--- src/rtl/rf_source_recovery_seq.sv ---
// ----------------------------------------------------------------------------
// rf_source_recovery_seq
//
// Rebuilds the regfile source table after a branch miss. Instead of restoring
// every entry in one cycle, it clears the table to "architectural" and then
// walks the ROB from the head (oldest) to the mispredicting entry, rewriting
// the source ROB id of every surviving producer. Because the walk runs oldest
// to youngest, the youngest producer of a register is written last and wins.
//
// Ports:
//   clk, rst         clock, synchronous active-high reset
//   i_branchmiss     single-cycle miss pulse (also restarts a running walk)
//   i_miss_rid       ROB id of the mispredicting entry (sampled with miss)
//   i_rob_head       ROB head at the time of the miss (sampled with miss)
//   i_rob_v          per-entry valid
//   i_rob_rfw        per-entry register-file-write flag
//   i_rob_tgt        per-entry target register
//   o_busy           recovery in progress, dispatch stalls
//   o_clr_all        one-cycle table clear strobe
//   o_wr_en          table write strobe, with o_wr_reg / o_wr_rid
//   o_done           one-cycle completion pulse
//
// Optional feature (macro RFSRC_DUAL_WALK_EN):
//   Adds a second write port (o_wr2_en / o_wr2_reg / o_wr2_rid) carrying entry
//   ptr+1, so the walk handles two entries per cycle. The table must apply
//   port 1 after port 0.
//
// All outputs are registered: each cycle the next state and the entry it will
// present are computed, and the output flops are loaded from that. The ROB is
// frozen while busy is high, so looking up the entry one cycle ahead gives the
// same values as reading it in the WALK cycle itself.
// ----------------------------------------------------------------------------
module rf_source_recovery_seq #(
  parameter int AREGS    = 128,
  parameter int RENTRIES = 16,
  parameter int RBIT     = 6,
  parameter int RIDW     = 4
) (
  input  logic                clk,
  input  logic                rst,
  input  logic                i_branchmiss,
  input  logic [RIDW-1:0]     i_miss_rid,
  input  logic [RIDW-1:0]     i_rob_head,
  input  logic [RENTRIES-1:0] i_rob_v,
  input  logic [RENTRIES-1:0] i_rob_rfw,
  input  logic [RBIT:0]       i_rob_tgt [RENTRIES],
  output logic                o_busy,
  output logic                o_clr_all,
  output logic                o_wr_en,
  output logic [RBIT:0]       o_wr_reg,
  output logic [RIDW-1:0]     o_wr_rid,
`ifdef RFSRC_DUAL_WALK_EN
  output logic                o_wr2_en,
  output logic [RBIT:0]       o_wr2_reg,
  output logic [RIDW-1:0]     o_wr2_rid,
`endif
  output logic                o_done
);

  typedef enum logic [1:0] {
    IDLE = 2'd0,
    CLR  = 2'd1,
    WALK = 2'd2,
    DONE = 2'd3
  } state_t;

  // Register 0 and the upper-half alias (index 64) never carry a renamed
  // source, so writes targeting them are dropped.
  localparam logic [RBIT:0] TGT_SKIP = {1'b1, {RBIT{1'b0}}};

  state_t          r_state, w_state_nxt;
  logic [RIDW-1:0] r_ptr, w_ptr_nxt;
  logic [RIDW-1:0] r_stop, w_stop_nxt;
  logic [RIDW-1:0] w_ptr_p1;

  logic            w_busy_nxt, w_clr_nxt, w_done_nxt, w_wr_en_nxt;
  logic [RBIT:0]   w_wr_reg_nxt;
  logic [RIDW-1:0] w_wr_rid_nxt;
`ifdef RFSRC_DUAL_WALK_EN
  logic            w_wr2_en_nxt;
  logic [RBIT:0]   w_wr2_reg_nxt;
  logic [RIDW-1:0] w_wr2_rid_nxt;
  logic [RIDW-1:0] w_ptr_nxt_p1;
`endif

  function automatic logic entry_writes(input logic [RIDW-1:0] idx);
    return i_rob_v[idx] & i_rob_rfw[idx] &
           (i_rob_tgt[idx] != '0) & (i_rob_tgt[idx] != TGT_SKIP) &
           (int'(i_rob_tgt[idx]) < AREGS);
  endfunction

  assign w_ptr_p1 = r_ptr + RIDW'(1);

  always_comb begin
    w_state_nxt = r_state;
    w_ptr_nxt   = r_ptr;
    w_stop_nxt  = r_stop;

    case (r_state)
      IDLE: w_state_nxt = IDLE;
      CLR:  w_state_nxt = WALK;
      WALK: begin
`ifdef RFSRC_DUAL_WALK_EN
        if ((r_ptr == r_stop) || (w_ptr_p1 == r_stop)) begin
          w_state_nxt = DONE;
        end else begin
          w_ptr_nxt = r_ptr + RIDW'(2);
        end
`else
        if (r_ptr == r_stop) begin
          w_state_nxt = DONE;
        end else begin
          w_ptr_nxt = w_ptr_p1;
        end
`endif
      end
      DONE: w_state_nxt = IDLE;
      default: w_state_nxt = IDLE;
    endcase

    // A miss in any state (re)starts recovery; abandoned writes are wiped by
    // the fresh clear strobe.
    if (i_branchmiss) begin
      w_state_nxt = CLR;
      w_ptr_nxt   = i_rob_head;
      w_stop_nxt  = i_miss_rid;
    end
  end

  always_comb begin
    w_busy_nxt   = (w_state_nxt != IDLE);
    w_clr_nxt    = (w_state_nxt == CLR);
    w_done_nxt   = (w_state_nxt == DONE);
    w_wr_en_nxt  = (w_state_nxt == WALK) && entry_writes(w_ptr_nxt);
    w_wr_reg_nxt = '0;
    w_wr_rid_nxt = '0;
    if (w_wr_en_nxt) begin
      w_wr_reg_nxt = i_rob_tgt[w_ptr_nxt];
      w_wr_rid_nxt = w_ptr_nxt;
    end
`ifdef RFSRC_DUAL_WALK_EN
    w_ptr_nxt_p1  = w_ptr_nxt + RIDW'(1);
    w_wr2_en_nxt  = (w_state_nxt == WALK) && (w_ptr_nxt != w_stop_nxt) &&
                    entry_writes(w_ptr_nxt_p1);
    w_wr2_reg_nxt = '0;
    w_wr2_rid_nxt = '0;
    if (w_wr2_en_nxt) begin
      w_wr2_reg_nxt = i_rob_tgt[w_ptr_nxt_p1];
      w_wr2_rid_nxt = w_ptr_nxt_p1;
    end
`endif
  end

  always_ff @(posedge clk) begin
    if (rst) begin
      r_state   <= IDLE;
      r_ptr     <= '0;
      r_stop    <= '0;
      o_busy    <= 1'b0;
      o_clr_all <= 1'b0;
      o_wr_en   <= 1'b0;
      o_wr_reg  <= '0;
      o_wr_rid  <= '0;
      o_done    <= 1'b0;
`ifdef RFSRC_DUAL_WALK_EN
      o_wr2_en  <= 1'b0;
      o_wr2_reg <= '0;
      o_wr2_rid <= '0;
`endif
    end else begin
      r_state   <= w_state_nxt;
      r_ptr     <= w_ptr_nxt;
      r_stop    <= w_stop_nxt;
      o_busy    <= w_busy_nxt;
      o_clr_all <= w_clr_nxt;
      o_wr_en   <= w_wr_en_nxt;
      o_wr_reg  <= w_wr_reg_nxt;
      o_wr_rid  <= w_wr_rid_nxt;
      o_done    <= w_done_nxt;
`ifdef RFSRC_DUAL_WALK_EN
      o_wr2_en  <= w_wr2_en_nxt;
      o_wr2_reg <= w_wr2_reg_nxt;
      o_wr2_rid <= w_wr2_rid_nxt;
`endif
    end
  end

endmodule

--- config.mk ---
export PLATFORM = sky130hd
export DESIGN_NAME = rf_source_recovery_seq
export DESIGN_NICKNAME = d
export VERILOG_FILES = /design/src/rtl/rf_source_recovery_seq.sv
export SDC_FILE = /design/constraint.sdc
export NUM_CORES = 1
export LEC_CHECK = 0
export ABC_CLOCK_PERIOD_IN_PS = 3400
export CAP_MARGIN = 20
export CORE_MARGIN = 2
export CORE_UTILIZATION = 25
export CTS_CLUSTER_SIZE = 24
export DETAILED_ROUTE_END_ITERATION = 8
export PLACE_DENSITY_LB_ADDON = 0.3
export SYNTH_ARGS = -nofsm -noshare
export SYNTH_HDL_FRONTEND = slang
export SYNTH_SLANG_ARGS = --single-unit
--- constraint.sdc ---
create_clock -name clk -period 3.4 [get_ports clk]
set_input_delay 0.85 -clock clk [delete_from_list [all_inputs] [get_ports clk]]
set_output_delay 0.85 -clock clk [all_outputs]
set_load 0.01 [all_outputs]
==> results.md <==
- Outcome: finished clean
- Final Cycle Share: 93.6%
- GRT Residual Overflow: 0
- Total power draw: 1.33 mW
- First-pass iteration count of the detailed router: 4
- Largest net degree at the start of global routing: 28
- Placed cells: 692
- Clk slew on worst S/H paths: 60 ps
- I/O pin count: 170
- Row count: 40
- Port-buffer cells: 169
- Syn_area_per_cell: 8.30 sq um
- Final Hold Vio Count: 0
- Area delta synth->final: 70.5%
- Flop pwr share: 23.9%
- VDD IR max: 0.167 mV
- Leading cell type in the layout, fill and taps excluded: clkdlybuf4s50_1
- Critical-path maximum fanout: 10
- Via/cell ratio: 5.18
- CTS tree: done
- Synth Instances: 371
- Net Count, Synth: 528
- NetSw: 0.442 mW
- Top-area cell type share of the netlist area: 28.9%
- Initial antenna violation count: 0
- Count of final setup violators: 0
- DR WL/cell: 16.9 um
- Clk Latency, worst-skew pair: 260 ps
- Skew final: 2.29 ps
- Yosys cell types: 56
- Crit path DAT: 3330 ps
- P_int: 0.884 mW
- Fin crit period: 3180 ps
- Final worst-path setup slack: 218 ps
- Crit start category: primary input
- Yosys warns: 0
- Max frequency: 314 MHz
- Crit. Startpoint: i_rob_head[1]
- Commonest non-fill, non-tap cells in the layout: clkdlybuf4s50_1 (168), mux2i_1 (87), nand2_1 (60), buf_4 (34), dfxtp_1 (24)
- Fill cells: 1203
- Switch share: 33.3%
- TritonCTS Buffers: 3
- Vias in the first global route: 3796
- R2R Setup Slk: 270 ps
- Slew margin rel.: 59.7%
- Yosys top cell by area: mux2i_1
- Final core occ: 43.7%
- Hold Path Class: register to register
- Max Slew Vio Count: 0
- Die width: 115 um
- Pwr/cell area: 252 nW/um^2
- Hold Crit Start: r_stop[2]
- Layout cells sized above 1: 13.9%
- Count of antenna-violating nets left after detailed routing: 0
- Antenna cells: 0
- Routed WL: 11800 um
- Final Wtd Congestion: 0.793
- Power share of the clock group: 20.1%
- Post-synth EDFFs: 0
- Initial DRC count: 135
- Max reg flops: 7
- Combinational share of power: 56.1%
- Max-cap viol count: 0
- Slew @ Worst Pin: 605 ps
- Total Routing Usage GR: 17.6%
- Top cells by area, synth: mux2i_1 (29%), dfxtp_1 (16%), nand2_1 (7.3%)
- Global-route wire length before repair: 18800 um
- Final std cells w/o fill: 699
- Clock Sinks: 25
- Ys async rst share: 0%
- Starting density of the core: 25.6%
- RSZ-0062 raised after global routing: no
- Seq/Total Area, Yosys: 16.3%
- Cell Area, Synth: 3080 sq um
- Most used DFF post-synth: dfxtp_1
- Root cell of the clock tree: clkbuf_16
- Via count: 3618
- Data required time of the critical path: 3550 ps
- Die footprint: 13200 sq um
- Core area: 12000 sq um
- CTS H-tree depth: 1
- DR DRC count: 0
- DP HPWL: 9850 um
- Crit Path Class: primary input to register
- Die Ht: 115 um
- Crit path capture type: register
- Flops & latches, synth: 25
- Lkg Pwr: 2.09 nW
- Longest Clk Path Bufs: 2
- Hold-fix buffers at CTS: 0
- Place WS: -263 ps
- Reg-to-Reg Start: r_ptr[1]
- Nets: 710
## logic make-up after synthesis
family / after synthesis / synth area share (%)
muxes: 99 / 33.8
and+or+nand+nor: 120 / 18.5
xor gates and xnor gates: 4 / 2.48
DFF: 25 / 16.3
AOI/OAI and AO/OA: 84 / 21.9
adders and majority gates: 2 / 0.813
buffers and inverters: 37 / 6.30
## timing repair
item	in CTS	in global routing
setup endpoints to repair	1	11
pin swaps	0	1
buffers inserted	0	2
gates resized for setup	1	5
endpoints found under the hold margin	0	0
cloned	0	1
## cell type report
cell class              instances  area (sq um)  area share (%)
clock buffers                   3          75.1            1.43
inverters                       5          18.8           0.357
well taps                     147           184            3.50
repair buffers                209          2050            39.0
clock inverters                 1          8.76           0.167
flip-flops and latches         25           502            9.55
multi-input cells             309          2420            46.0
## routing by layer
layer / up-vias / global-route usage [%] / share of wire [%]
li1: 1780 / - / -
met1: 1672 / 20.8 / 39
met2: 148 / 33.1 / 51
met3: 18 / 3.32 / 7.7
met4: 0 / 3.53 / 1.8
met5: - / 0 / 0
## power by group through the flow
stage,logic [mW],clock network (mW),registers (mW)
finish,0.743,0.266,0.316
global route,0.809,0.290,0.317
CTS,0.741,0.273,0.316
detailed placement,0.738,0,0.323
global placement,0.732,0,0.322
floorplan,0.389,0,0.321
## cells in the mapped netlist, types with 2 or more instances
library cell,instances
a31oi_1,4
dfxtp_1,25
o31ai_2,2
or3_1,4
o211ai_1,2
nand4_1,3
inv_1,4
a211oi_1,4
mux4_2,2
mux2_2,5
buf_6,3
nand2_1,60
a221oi_2,4
clkbuf_1,13
buf_4,5
o22ai_1,14
o21ai_1,2
xor2_2,3
o21ai_0,9
nor3_1,13
a221o_1,3
a22o_1,2
a221oi_1,15
a21oi_1,7
buf_2,11
ha_1,2
a311oi_1,5
and2_1,2
o21a_1,2
o41ai_1,2
and3_1,7
mux2i_1,89
nor2_1,15
nand3_1,6
## through the flow
| stage | setup TNS [ps] | hold WS (ps) | area [sq um] |
|---|---|---|---|
| 6_report | 0 | 562 | 5250 |
| 4_1_cts | 0 | 567 | 5210 |
| 2_1_floorplan | 0 | 525 | 3080 |
| 3_5_place_dp | -2430 | 556 | 5120 |
| 3_3_place_gp | -1860 | 551 | 5120 |
| 5_1_grt | 0 | 589 | 5250 |
## path summary, 6_finish.rpt
| kind | cells after the start | end |
|---|---|---|
| max | 12 | o_wr_rid[3] |
| min reg2reg | 2 | r_stop[2] |
| min | 2 | r_stop[2] |
| max reg2reg | 11 | o_wr_rid[3] |
## critical path: stages
cell,delay [ps]
clkdlybuf4s50_1,500
mux2i_1,100
buf_4,150
mux2i_4,250
buf_4,250
mux2i_2,280
mux4_2,300
nand3_2,90
o31ai_2,70
nand4_1,180
o21ai_4,240
nor2_1,70
Note: power is estimated with default switching activity, not from simulation.
